[src/rtl/sram_bus_arbiter.sv]
// Shares one SRAM-like memory port between instruction fetch and data access,
// routing in-order responses back via a FIFO of source IDs.
module sram_bus_arbiter #(
    parameter int DEPTH = 4,
    parameter int CW    = 3
) (
    input  logic          clk,
    input  logic          reset,

    input  logic          i_req,
    input  logic [31:0]   i_addr,
    output logic          i_addr_ok,
    output logic          i_data_ok,
    output logic [31:0]   i_rdata,

    input  logic          d_req,
    input  logic          d_wr,
    input  logic [1:0]    d_size,
    input  logic [3:0]    d_wstrb,
    input  logic [31:0]   d_addr,
    input  logic [31:0]   d_wdata,
    output logic          d_addr_ok,
    output logic          d_data_ok,
    output logic [31:0]   d_rdata,

    output logic          m_req,
    output logic          m_wr,
    output logic [1:0]    m_size,
    output logic [3:0]    m_wstrb,
    output logic [31:0]   m_addr,
    output logic [31:0]   m_wdata,
    input  logic          m_addr_ok,
    input  logic          m_data_ok,
    input  logic [31:0]   m_rdata,

    output logic [CW-1:0] outstanding,
    output logic          err
);

    localparam int PW = (DEPTH > 1) ? $clog2(DEPTH) : 1;

    typedef enum logic [1:0] {
        LK_IDLE,
        LK_FETCH,
        LK_DATA
    } lock_e;

    typedef enum logic [1:0] {
        GR_NONE,
        GR_FETCH,
        GR_DATA
    } grant_e;

    lock_e             lock_q, lock_d;
    logic [DEPTH-1:0]  src_q, src_d;
    logic [PW-1:0]     wr_ptr_q, wr_ptr_d;
    logic [PW-1:0]     rd_ptr_q, rd_ptr_d;
    logic [CW-1:0]     count_q, count_d;
    logic              err_q, err_d;

    grant_e            grant;
    logic              full;
    logic              empty;
    logic              push;
    logic              pop;
    logic              head_src;

    assign full     = (count_q == CW'(DEPTH));
    assign empty    = (count_q == '0);
    assign head_src = src_q[rd_ptr_q];

    // A stalled request keeps the bus until accepted, even if the other side asks.
    always_comb begin
        grant = GR_NONE;
        case (lock_q)
            LK_FETCH: grant = GR_FETCH;
            LK_DATA:  grant = GR_DATA;
            default: begin
                if (d_req) begin
                    grant = GR_DATA;
                end else if (i_req) begin
                    grant = GR_FETCH;
                end
            end
        endcase
    end

    always_comb begin
        m_req   = 1'b0;
        m_wr    = 1'b0;
        m_size  = '0;
        m_wstrb = '0;
        m_addr  = '0;
        m_wdata = '0;
        case (grant)
            GR_FETCH: begin
                m_req  = !full && i_req;
                m_size = 2'd2;
                m_addr = i_addr;
            end
            GR_DATA: begin
                m_req   = !full && d_req;
                m_wr    = d_wr;
                m_size  = d_size;
                m_wstrb = d_wstrb;
                m_addr  = d_addr;
                m_wdata = d_wdata;
            end
            default: ;
        endcase
    end

    assign push      = m_req && m_addr_ok;
    assign pop       = m_data_ok && !empty;

    assign i_addr_ok = push && (grant == GR_FETCH);
    assign d_addr_ok = push && (grant == GR_DATA);
    assign i_data_ok = pop && !head_src;
    assign d_data_ok = pop && head_src;
    assign i_rdata   = m_rdata;
    assign d_rdata   = m_rdata;

    assign outstanding = count_q;
    assign err         = err_q;

    always_comb begin
        lock_d   = lock_q;
        src_d    = src_q;
        wr_ptr_d = wr_ptr_q;
        rd_ptr_d = rd_ptr_q;
        count_d  = count_q;
        err_d    = err_q;

        if (push) begin
            lock_d = LK_IDLE;
        end else if (m_req) begin
            lock_d = (grant == GR_DATA) ? LK_DATA : LK_FETCH;
        end

        if (push) begin
            src_d[wr_ptr_q] = (grant == GR_DATA);
            wr_ptr_d        = wr_ptr_q + PW'(1);
        end
        if (pop) begin
            rd_ptr_d = rd_ptr_q + PW'(1);
        end

        // Push and pop together leave the count alone; pointers still advance.
        case ({push, pop})
            2'b10:   count_d = count_q + CW'(1);
            2'b01:   count_d = count_q - CW'(1);
            default: count_d = count_q;
        endcase

        if (m_data_ok && empty) begin
            err_d = 1'b1;
        end
    end

    always_ff @(posedge clk) begin
        if (reset) begin
            lock_q   <= LK_IDLE;
            src_q    <= '0;
            wr_ptr_q <= '0;
            rd_ptr_q <= '0;
            count_q  <= '0;
            err_q    <= 1'b0;
        end else begin
            lock_q   <= lock_d;
            src_q    <= src_d;
            wr_ptr_q <= wr_ptr_d;
            rd_ptr_q <= rd_ptr_d;
            count_q  <= count_d;
            err_q    <= err_d;
        end
    end

endmodule

[config.mk]
export PLATFORM = sky130hd
export DESIGN_NAME = sram_bus_arbiter
export DESIGN_NICKNAME = d
export VERILOG_FILES = /design/src/rtl/sram_bus_arbiter.sv
export SDC_FILE = /design/constraint.sdc
export NUM_CORES = 1
export LEC_CHECK = 0
export ABC_AREA = 0
export CAP_MARGIN = 20
export CORE_AREA = 2 2 110 112
export CTS_BUF_LIST = sky130_fd_sc_hd__clkbuf_4
export DETAILED_ROUTE_END_ITERATION = 10
export DIE_AREA = 0 0 112 114
export PLACE_DENSITY_LB_ADDON = 0.08
export SLEW_MARGIN = 5
export SYNTH_ARGS = -nofsm -noshare
export SYNTH_HDL_FRONTEND = slang
export SYNTH_SLANG_ARGS = --single-unit
export TNS_END_PERCENT = 5
[constraint.sdc]
create_clock -name clk -period 5.4 [get_ports clk]
set_clock_uncertainty 0.15 [all_clocks]
set_input_delay 0.81 -clock clk [delete_from_list [all_inputs] [get_ports clk]]
set_output_delay 0.81 -clock clk [all_outputs]
set_load 0.01 [all_outputs]
==> metrics.csv <==
stage,metric,value,unit
status,status,finished clean,
run,Max-Cap Viols,0,
yosys,YS warnings,0,
placement,GPL Wtd Cong,0.747,
grt,GRT Resource Usage Total,0.122,
power_and_ir_drop,Seq pwr share,0.221,
setup_path,reg-to-reg startpoint,lock_q[0]$_SDFFE_PP0N_,
yosys,register area share after synthesis,0.138,
setup_path,flop2flop setup slack,1.67,ns
yosys,top post-synthesis cells by count,"buf_4, nor2_1, and2_1, a22oi_1",
detailed_routing,ANT nets after route,0,
detailed_routing,vias per std cell,4.18,
die,Core Footprint,11700,um2
yosys,Synth async-reset ratio,0,
clock_tree,TritonCTS clock tree,yes,
setup_path,CP Cell Sequence,clkdlybuf4s50_1 -> mux2_2 -> ha_2 -> nand2b_1 -> nor3_1 -> and2_1 -> clkdlybuf4s50_1,
clock_tree,post-cts resize count,0,
setup_path,CP most frequent cell,clkdlybuf4s50_1,
timing,Hold Fails Final Rpt,0,
setup_path,Critical Path End Type,primary output,
timing,Final Worst Setup Slack,1.06,ns
yosys,post-synth top area cell,buf_4,
detailed_routing,total wire length,8620,um
power_and_ir_drop,peak supply drop,101,uV
setup_path,Worst R2R End,outstanding[2]$_SDFFE_PP0P_,
yosys,most common cell in the netlist,buf_4,
die,chip width,112,um
power_and_ir_drop,"Power, Total",616,uW
die,Vert. Die Dim,114,um
finish,final core occ,0.306,
clock_tree,CTS buffer count,3,
grt,total grt overflow,0,
setup_path,R2R cell count,13,
detailed_routing,DR DRC count,0,
die,Row Count,40,
placement,placed inst area,3560,um2
timing,min Tclk post-route,4.34,ns
yosys,#FFs+latches synth,14,
grt,initial antenna violation count,0,
yosys,Post-Syn Area,2040,um2
yosys,Post-synth EDFFs,0,
placement,Placement Setup Slack,1.02,ns
finish,nets,548,
setup_path,critical path's top delay family,buffers and inverters,
yosys,Yosys cell types,29,
power_and_ir_drop,Clk network pwr share,0.101,
clock_tree,clk slew on worst S/H paths,0.09,ns
power_and_ir_drop,Sw Share,0.382,
power_and_ir_drop,Leakage,1.31,nW
yosys,syn avg cell area,7.14,um2
power_and_ir_drop,PwrDens,172,nW/um2
setup_path,"critical path fanouts, max",37,
clock_tree,Post-CTS Hold Fix Bufs,0,
clock_tree,CTS Buffer Depth,2,
min_path,worst min-delay path class,reg -> reg,
timing,Final Cycle Share,0.803,
die,I/O Pins,285,
timing,max_slew headroom,0.541,
setup_path,CP Buf/Inv Count,2,
timing,f_max,0.231,GHz
setup_path,Worst Setup SP,d_req,
clock_tree,htree depth,1,
timing,worst-margin pin slew,0.689,ns
finish,share of layout cells above drive strength 1,0.0253,
grt,number of global-route vias before repair,2274,
finish,ANT cells,0,
finish,Area Overhead vs Synth,76.2,%
yosys,ranking of synthesized cells by area,"buf_4, dfxtp_1, and2_1",
placement,IO Port Bufs,188,
die,die area,12800,um2
detailed_routing,Avg WL per Cell,15.9,um
setup_path,CP Capture Point,i_addr_ok,
clock_tree,CTS Root Cell,clkbuf_4,
detailed_routing,Via Count,2270,
placement,DP HPWL,6800,um
die,initial core utilization,0.174,
setup_path,Worst EP required,4.44,ns
detailed_routing,drt first pass iters,4,
grt,largest net degree at the start of global routing,77,
clock_tree,Post-CTS Setup Bufs,0,
placement,DP Cell Count,539,
finish,design area,3590,um2
yosys,Synth Net Count,436,
power_and_ir_drop,switching power,235,uW
yosys,Main synth FF type,dfxtp_1,
grt,first-pass GRT wire length,12600,um
setup_path,Critical-path top delay cell,ha_2,
clock_tree,worst skew pair latency,0.28,ns
power_and_ir_drop,Logic pwr share,0.678,
setup_path,kind of critical path,in -> out,
timing,Min Hold Slack,0.318,ns
timing,"Setup violations, final",0,
timing,Pins Over Slew Limit,0,
power_and_ir_drop,Internal Power,381,uW
setup_path,"slowest stage delay, CP",0.78,ns
yosys,top cell type's share of synthesized area,0.236,
setup_path,CP startpoint kind,primary input,
timing,Setup TNS Final,0,ns
clock_tree,Clock Sink Count,14,
setup_path,"Data arrival, critical path",3.38,ns
setup_path,CP Depth,7,
detailed_routing,DR iter-0 viols,103,
yosys,cell count after synthesis,285,
finish,filler cell count,1272,
finish,Final Instance Count excl. Fillers,543,
timing,unrepaired setup endpoints after global routing,no,
## area by class of cell
type                            count  area [um2]  share of cell area
Clock buffer                        3        22.5             0.00628
Clock inverter                      1        3.75             0.00105
Inverter                           14        52.6              0.0146
Multi-Input combinational cell    174        1150               0.320
Sequential cell                    14         280              0.0781
Tap cell                          147         184              0.0513
Timing Repair Buffer              190        1900               0.529
## cell usage in the layout, fill, tap and decap left out, drive strengths merged
master         netlist  layout
nand3b               1       1
inv                 14      14
a22oi               32      32
and2                39      39
dfxtp               14      14
o21a                 1       1
clkbuf              14       3
fa                   1       1
o21ai                1       1
buf                 69       2
xor2                 4       4
nand2b               1       1
clkdlybuf4s50        0     188
mux4                 1       1
nor2b                2       2
mux2                 2       2
nor2                40      40
o31ai                5       5
clkinv               0       1
nand4                8       8
o311ai               1       1
a21oi                6       6
or3                  1       1
nand2                6       6
mux2i                5       5
nor3b                2       2
ha                   9       9
or3b                 1       1
nor3                 5       5
## power by group through the flow
stage	Sequential (mW)	Combinational, mW	Clock [mW]
floorplan	0.136	0.233	0
global placement	0.138	0.422	0
detailed placement	0.139	0.424	0
CTS	0.137	0.427	0.0646
global route	0.139	0.456	0.0671
finish	0.136	0.418	0.0621
## registers in the layout (all words and copies together) (netlist names)
register,cells
lock_q,2
src_q,4
outstanding,3
wr_ptr_q,2
err,1
rd_ptr_q,2
## routing by layer
layer,share of wire,up-vias,GRT usage
met5,0,-,0
met4,0.0065,0,0.0179
met3,0.088,5,0.0329
met2,0.53,124,0.232
met1,0.38,1029,0.140
li1,-,1112,-
## how the worst min path moves through the flow
| stage | start | to | slack [ns] | cells after the start |
|---|---|---|---|---|
| floorplan | src_q[1]$_SDFFE_PP0P_ | src_q[1]$_SDFFE_PP0P_ | 0.29 | 2 |
| global placement | src_q[0]$_SDFFE_PP0P_ | src_q[0]$_SDFFE_PP0P_ | 0.31 | 2 |
| detailed placement | src_q[2]$_SDFFE_PP0P_ | src_q[2]$_SDFFE_PP0P_ | 0.30 | 2 |
| CTS | src_q[3]$_SDFFE_PP0P_ | src_q[3]$_SDFFE_PP0P_ | 0.32 | 2 |
| global route | src_q[0]$_SDFFE_PP0P_ | src_q[0]$_SDFFE_PP0P_ | 0.34 | 2 |
| finish | src_q[3]$_SDFFE_PP0P_ | src_q[3]$_SDFFE_PP0P_ | 0.32 | 2 |
## worst reg2reg max path, cell delays in order (launching register included)
cell,delay [ns]
dfxtp_1,0.34
inv_1,0.06
ha_1,0.32
mux2_2,0.36
ha_2,0.78
nand2b_1,0.28
nor3_1,0.08
inv_1,0.08
ha_1,0.18
inv_1,0.06
fa_1,0.37
xor2_1,0.15
or3_1,0.31
a21oi_1,0.14
## cells by family (layout without fill, tap and decap cells)
family	count (synthesis)	count (layout)	share of synthesized area
DFF	14	14	0.138
buffers and inverters	97	208	0.300
AOI/OAI and AO/OA	46	46	0.162
and+or+nand+nor	106	106	0.272
xor gates and xnor gates	4	4	0.0172
muxes	8	8	0.0467
adders and majority gates	10	10	0.0652
(Power assumes the default switching activity.)
